[src/rtl/shift_ser_pkg.sv]
// Shared definitions for the parametrised shift serializer.
//   state_e   : FSM states (IDLE, SHIFT)
//   DIR_LSB / DIR_MSB : latched shift-direction encodings
//   cnt_width : bit-counter width for a given register length, never below 1
package shift_ser_pkg;

  typedef enum logic [0:0] {
    IDLE  = 1'b0,
    SHIFT = 1'b1
  } state_e;

  localparam logic DIR_LSB = 1'b0;
  localparam logic DIR_MSB = 1'b1;

  function automatic int cnt_width(input int width);
    int w;
    w = $clog2(width);
    return (w < 1) ? 1 : w;
  endfunction

endpackage

[src/rtl/param_shift_serializer_if.sv]
// Parallel-load handshake bundle for param_shift_serializer.
//   LOAD_VALID / LOAD_READY : valid/ready handshake (ready only while idle)
//   LOAD_DATA               : word to transmit
//   MSB_FIRST               : direction, sampled at acceptance
//   ROTATE                  : recirculate outgoing bit (only with SHIFT_SER_ROTATE_EN)
// master = upstream producer, slave = serializer.
interface param_shift_serializer_if #(
  parameter int WIDTH = 256
);
  logic             LOAD_VALID;
  logic             LOAD_READY;
  logic [WIDTH-1:0] LOAD_DATA;
  logic             MSB_FIRST;
`ifdef SHIFT_SER_ROTATE_EN
  logic             ROTATE;
`endif

  modport master (
`ifdef SHIFT_SER_ROTATE_EN
    output ROTATE,
`endif
    output LOAD_VALID, LOAD_DATA, MSB_FIRST,
    input  LOAD_READY
  );

  modport slave (
`ifdef SHIFT_SER_ROTATE_EN
    input  ROTATE,
`endif
    input  LOAD_VALID, LOAD_DATA, MSB_FIRST,
    output LOAD_READY
  );
endinterface

[src/rtl/shift_bit_counter.sv]
// Shifted-bit counter for the serializer.
//   CLK, RESET : clock, synchronous active-high reset
//   i_clr      : clear to 0 (wins over i_en)
//   i_en       : increment by one
//   o_tc       : terminal count, high while count == WIDTH-1
module shift_bit_counter
  import shift_ser_pkg::*;
#(
  parameter int WIDTH = 256,
  parameter int CNT_W = cnt_width(WIDTH)
) (
  input  logic CLK,
  input  logic RESET,
  input  logic i_clr,
  input  logic i_en,
  output logic o_tc
);
  logic [CNT_W-1:0] r_cnt;

  always_ff @(posedge CLK) begin
    if (RESET)      r_cnt <= '0;
    else if (i_clr) r_cnt <= '0;
    else if (i_en)  r_cnt <= r_cnt + 1'b1;
  end

  assign o_tc = (r_cnt == CNT_W'(WIDTH - 1));
endmodule

[src/rtl/param_shift_serializer.sv]
// Parametrised parallel-in / serial-out shift register with simultaneous
// serial capture. A word accepted over the load handshake is shifted out
// one bit per SHIFT_EN, MSB- or LSB-first, while SER_IN fills the vacated
// end; after WIDTH shifts the captured word appears on RX_DATA with a
// one-cycle DONE pulse.
//   CLK, RESET : clock, synchronous active-high reset
//   ld         : load handshake (param_shift_serializer_if.slave)
//   SHIFT_EN   : one-bit shift strobe
//   ABORT      : cancel transfer in progress (no DONE, RX_DATA kept)
//   SER_IN     : serial input      SER_OUT : serial output (0 while idle)
//   BUSY       : in SHIFT state    DONE    : transfer-complete pulse
//   RX_DATA    : word captured on last completion
// Optional: SHIFT_SER_ROTATE_EN adds ld.ROTATE; when latched high the
// outgoing bit is fed back instead of SER_IN, so the word recirculates.
module param_shift_serializer
  import shift_ser_pkg::*;
#(
  parameter int WIDTH = 256,
  localparam int CNT_W = cnt_width(WIDTH)
) (
  input  logic                     CLK,
  input  logic                     RESET,
  param_shift_serializer_if.slave  ld,
  input  logic                     SHIFT_EN,
  input  logic                     ABORT,
  input  logic                     SER_IN,
  output logic                     SER_OUT,
  output logic                     BUSY,
  output logic                     DONE,
  output logic [WIDTH-1:0]         RX_DATA
);
  state_e           r_state;
  logic [WIDTH-1:0] r_shreg;
  logic [WIDTH-1:0] r_rx;
  logic             r_dir;
  logic             r_done;

  logic             w_accept;
  logic             w_shift;
  logic             w_abort;
  logic             w_tc;
  logic             w_last;
  logic             w_out_bit;
  logic             w_in_bit;
  logic [WIDTH-1:0] w_next;

  assign w_accept  = (r_state == IDLE)  && ld.LOAD_VALID;
  // ABORT takes priority, so a shift only happens without it.
  assign w_shift   = (r_state == SHIFT) && SHIFT_EN && !ABORT;
  assign w_abort   = (r_state == SHIFT) && ABORT;
  assign w_last    = w_shift && w_tc;
  assign w_out_bit = (r_dir == DIR_MSB) ? r_shreg[WIDTH-1] : r_shreg[0];

`ifdef SHIFT_SER_ROTATE_EN
  logic r_rot;
  always_ff @(posedge CLK) begin
    if (RESET)         r_rot <= 1'b0;
    else if (w_accept) r_rot <= ld.ROTATE;
  end
  assign w_in_bit = r_rot ? w_out_bit : SER_IN;
`else
  assign w_in_bit = SER_IN;
`endif

  assign w_next = (r_dir == DIR_MSB) ? {r_shreg[WIDTH-2:0], w_in_bit}
                                     : {w_in_bit, r_shreg[WIDTH-1:1]};

  // Counter is cleared on completion as well, so it can never pass WIDTH-1
  // even when WIDTH is not a power of two.
  shift_bit_counter #(
    .WIDTH (WIDTH),
    .CNT_W (CNT_W)
  ) u_cnt (
    .CLK   (CLK),
    .RESET (RESET),
    .i_clr (w_accept || w_abort || w_last),
    .i_en  (w_shift),
    .o_tc  (w_tc)
  );

  always_ff @(posedge CLK) begin
    if (RESET) begin
      r_state <= IDLE;
      r_shreg <= '0;
      r_rx    <= '0;
      r_dir   <= DIR_MSB;
      r_done  <= 1'b0;
    end else begin
      r_done <= 1'b0;
      case (r_state)
        IDLE: begin
          if (w_accept) begin
            r_shreg <= ld.LOAD_DATA;
            r_dir   <= ld.MSB_FIRST;
            r_state <= SHIFT;
          end
        end
        SHIFT: begin
          if (w_abort) begin
            r_state <= IDLE;
          end else if (w_shift) begin
            r_shreg <= w_next;
            if (w_last) begin
              r_rx    <= w_next;
              r_done  <= 1'b1;
              r_state <= IDLE;
            end
          end
        end
        default: r_state <= IDLE;
      endcase
    end
  end

  assign ld.LOAD_READY = (r_state == IDLE);
  assign BUSY          = (r_state == SHIFT);
  assign SER_OUT       = (r_state == SHIFT) && w_out_bit;
  assign DONE          = r_done;
  assign RX_DATA       = r_rx;
endmodule
[src/flat_wrapper.sv]
// flat-port wrapper written by rule: the top's interface ports become plain ports
module param_shift_serializer_flat import shift_ser_pkg::*;
#(
  parameter int WIDTH = 256,
  localparam int CNT_W = cnt_width(WIDTH)
)
  (CLK, RESET, SHIFT_EN, ABORT, SER_IN, SER_OUT, BUSY, DONE, RX_DATA, ld_LOAD_VALID, ld_LOAD_DATA, ld_MSB_FIRST, ld_LOAD_READY);
  param_shift_serializer_if #(.WIDTH(WIDTH)) ld_i ();
  input  logic CLK;
  input  logic RESET;
  input  logic SHIFT_EN;
  input  logic ABORT;
  input  logic SER_IN;
  output logic SER_OUT;
  output logic BUSY;
  output logic DONE;
  output logic [WIDTH-1:0] RX_DATA;
  input wire logic [$bits(ld_i.LOAD_VALID)-1:0] ld_LOAD_VALID;
  input wire logic [$bits(ld_i.LOAD_DATA)-1:0] ld_LOAD_DATA;
  input wire logic [$bits(ld_i.MSB_FIRST)-1:0] ld_MSB_FIRST;
  output wire logic [$bits(ld_i.LOAD_READY)-1:0] ld_LOAD_READY;
  assign ld_i.LOAD_VALID = ld_LOAD_VALID;
  assign ld_i.LOAD_DATA = ld_LOAD_DATA;
  assign ld_i.MSB_FIRST = ld_MSB_FIRST;
  assign ld_LOAD_READY = ld_i.LOAD_READY;
  param_shift_serializer #(.WIDTH(WIDTH)) u_core (.CLK(CLK), .RESET(RESET), .ld(ld_i), .SHIFT_EN(SHIFT_EN), .ABORT(ABORT), .SER_IN(SER_IN), .SER_OUT(SER_OUT), .BUSY(BUSY), .DONE(DONE), .RX_DATA(RX_DATA));
endmodule
[config.mk]
export PLATFORM = sky130hd
export DESIGN_NAME = param_shift_serializer_flat
export DESIGN_NICKNAME = d
export VERILOG_FILES = /design/src/rtl/shift_ser_pkg.sv /design/src/rtl/param_shift_serializer_if.sv /design/src/rtl/shift_bit_counter.sv /design/src/rtl/param_shift_serializer.sv /design/src/flat_wrapper.sv
export SDC_FILE = /design/constraint.sdc
export NUM_CORES = 1
export LEC_CHECK = 0
export CORE_MARGIN = 2
export CORE_UTILIZATION = 30
export DETAILED_ROUTE_END_ITERATION = 10
export REMOVE_ABC_BUFFERS = 1
export SETUP_SLACK_MARGIN = 0.15
export SYNTH_ARGS = -nofsm -noshare
export SYNTH_HDL_FRONTEND = slang
export SYNTH_HIERARCHICAL = 1
export SYNTH_SLANG_ARGS = --single-unit
[constraint.sdc]
create_clock -name CLK -period 1.9 [get_ports CLK]
set_clock_uncertainty 0.2 [all_clocks]
set_input_delay 0.38 -clock CLK [delete_from_list [all_inputs] [get_ports CLK]]
set_output_delay 0.38 -clock CLK [all_outputs]
set_load 0.01 [all_outputs]
==> metrics.yaml <==
fin_ws_ps: -199.4
combPwrFrac_pct: 15.2
rows: 99
status: "finished with violations"
grt_usage_pct: 19.64
synth_warnings: 6
p_leak_nw: 15.14
final-hold-violation-count: 0
critPathCaptureType: "register"
ir_drop_v: 0.0007205
cts_buffers: 58
crit_path_start_kind: "register"
clk_pin_slew_ps: 60
crit_top_cell: "buf_12"
synth_top_area_share_pct: 47.71
crit_type: "reg -> reg"
p_total_w: 0.02860
ys_types: 31
cts_buffer_depth: 3
period_minus_slack_ps: 2099
ys.flop_type: "dfxtp_1"
nFillCells: 6611
numPortBuffers: 522
r2r_slack_ps: -200
ys_ff_latch: 523
crit_required_ps: 2220
firstDrtPassIters: 6
viasPerCell: 5.242
p_sw_share_pct: 25.43
grt-ovfl-total: 0
yosysMostFrequentCell: "dfxtp_1"
core_area_um2: 72710
insertion_delay_ps: 610
final_cells: 4069
crit_arrival_ps: 2420
grt_pass1_vias: 20410
p_sw_w: 0.007273
synth_top_area_cell: "dfxtp_1"
drt_wl_total_um: 85390
max_slew_margin_pct: 46.31
synth_edf_count: 0
syn_to_final_growth_pct: 58.80
async_flop_share_pct: 0
nets: 3318
vias: 21330
grt_start_max_net_pins: 97
hpwl_um: 53640
critPathSlowestCell: "dfxtp_2"
crit_fanout: 6
cts_tree: "built"
routabilityCongestion: 0.8631
netlist_instances: 2336
dp_cells: 3834
io_pins: 523
initial_utilization_pct: 30.18
max_freq_ghz: 0.4763
hold_path_class: "in -> reg"
antenna_left: 0
min_period_over_period_pct: 110.5
p_int_w: 0.02133
cp_top_family: "buffers and inverters"
synth.area.top_cells: "dfxtp_1 48%, mux2i_1 12%, a22o_1 10%, nor2_1 8.9%, a211oi_1 8.8%"
tightest_slew_ps: 805.3
grt_pass1_wl_um: 117200
slowest_delay_ps: 360
synth_area_um2: 21950
cts-root-buf: "clkbuf_16"
clkPwrFrac_pct: 43.1
yosysSeqAreaShare_pct: 47.71
drtIter0Drc: 1392
rsz0062_at_grt: "true"
multi_input_area_um2: 11560
seq_area_um2: 10590
path_cells: "ha_4, nand3_4, nor2_4, and4b_4, buf_6, buf_12, buf_16, buf_12, buf_12, nor2_4, a211oi_2"
avgSynthCellArea_um2: 9.395
drv_cap: 0
die-area_um2: 75330
cts.htree.levels: 2
wire_per_inst_um: 20.99
die_w_um: 274.5
power_density_nw_per_um2: 820.7
maxSlewViolCount: 0
dieHeight_um: 274.5
p_seq_share_pct: 41.7
path_buf_inv: 5
finalSetupViolations: 434
post-place-ws_ps: -519.9
drive_gt1_share_pct: 31.10
antenna_found_initial: 15
synth_commonest_cells: "523 x dfxtp_1, 521 x nor2_1, 259 x a21oi_1"
drc_errors: 0
violations: "negative setup slack"
clkSinkCount: 523
## layout by cell type, fill, tap and decap left out, types with 26 or more instances in the layout
| cell type | count |
|---|---|
| buf_6 | 32 |
| dfxtp_1 | 433 |
| a211oi_1 | 105 |
| buf_2 | 146 |
| buf_12 | 59 |
| nor2_2 | 37 |
| dfxtp_2 | 86 |
| nor2_4 | 42 |
| a21oi_1 | 259 |
| nor2_1 | 442 |
| dlygate4sd2_1 | 103 |
| a211oi_2 | 151 |
| a22o_1 | 256 |
| mux2i_1 | 239 |
| clkdlybuf4s50_1 | 261 |
| clkbuf_16 | 102 |
| buf_4 | 196 |
| buf_16 | 26 |
## registers in the layout, summed over array words and instances (netlist names)
register	count
u_core/BUSY	1
u_core/DONE	1
u_core/RX_DATA	256
u_core/r_dir	1
u_core/r_shreg	256
u_core/u_cnt/r_cnt	8
## layout make-up
cell class                      count  share of cell area (%)
Tap cell                          959                   3.443
Sequential cell                   523                   30.40
Multi-Input combinational cell   1582                   33.18
Inverter                            1                 0.01795
Clock buffer                       84                   4.944
Antenna cell                       10                 0.07181
Timing Repair Buffer              888                   26.86
Clock inverter                     22                   1.088
## layer usage
layer / part of all wire (%) / routed length, µm / GRT usage (%) / up-vias
li1: - / - / - / 9989
met5: 0.081 / 69 / 0 / -
met1: 43 / 36680 / 25.54 / 10450
met2: 48 / 40840 / 32.26 / 719
met4: 3.2 / 2723 / 6.994 / 10
met3: 5.9 / 5073 / 3.879 / 162
## through the flow
stage	setup TNS [ps]	utilization, %	instance area (µm²)	hold slack [ps]
floorplan	-7839710	-	20700	252.2
global placement	-215570	40.67	29570	285.9
detailed placement	-222680	40.67	29570	290.4
CTS	-50180	43.78	31830	130.8
global route	-72420	47.93	34850	148.0
finish	-37030	47.93	34850	182.1
## logic make-up after synthesis
group                      after synthesis  synth area share (%)
AOI/OAI and AO/OA                      777                 25.07
and+or+nand+nor                        542                 9.555
DFF                                    523                 47.71
muxes                                  258                 11.77
buffers and inverters                  231                 5.678
xor gates and xnor gates                 4                0.1597
adders and majority gates                1               0.05700
## what timing repair did
item	CTS	global route
cloned	13	47
buffers inserted	21	37
setup endpoints to repair	777	640
hold buffers	1	0
resized for setup	902	360
pin swaps	60	123
endpoints found under the hold margin	4	0
## power groups by stage
stage	clock, W	sequential [W]	combinational [W]
after global placement	0	0.0121	0.00383
after floorplan	0	0.0123	0.00228
final	0.0123	0.0119	0.00435
after CTS	0.0125	0.0119	0.00391
after detailed placement	0	0.0121	0.00386
after global routing	0.0130	0.0120	0.00467
## path summary, 6_finish.rpt
check | from | end | cells past startpoint
min reg2reg | u_core/RX_DATA[149]$_SDFFE_PP0P_ | u_core/RX_DATA[149]$_SDFFE_PP0P_ | 2
max | u_core/u_cnt/r_cnt[0]$_SDFFE_PP0P_ | u_core/RX_DATA[192]$_SDFFE_PP0P_ | 11
max reg2reg | u_core/u_cnt/r_cnt[0]$_SDFFE_PP0P_ | u_core/RX_DATA[192]$_SDFFE_PP0P_ | 11
min | ld_MSB_FIRST | u_core/r_dir$_SDFFE_PP1P_ | 2
Power figures use the tool's default switching activity.
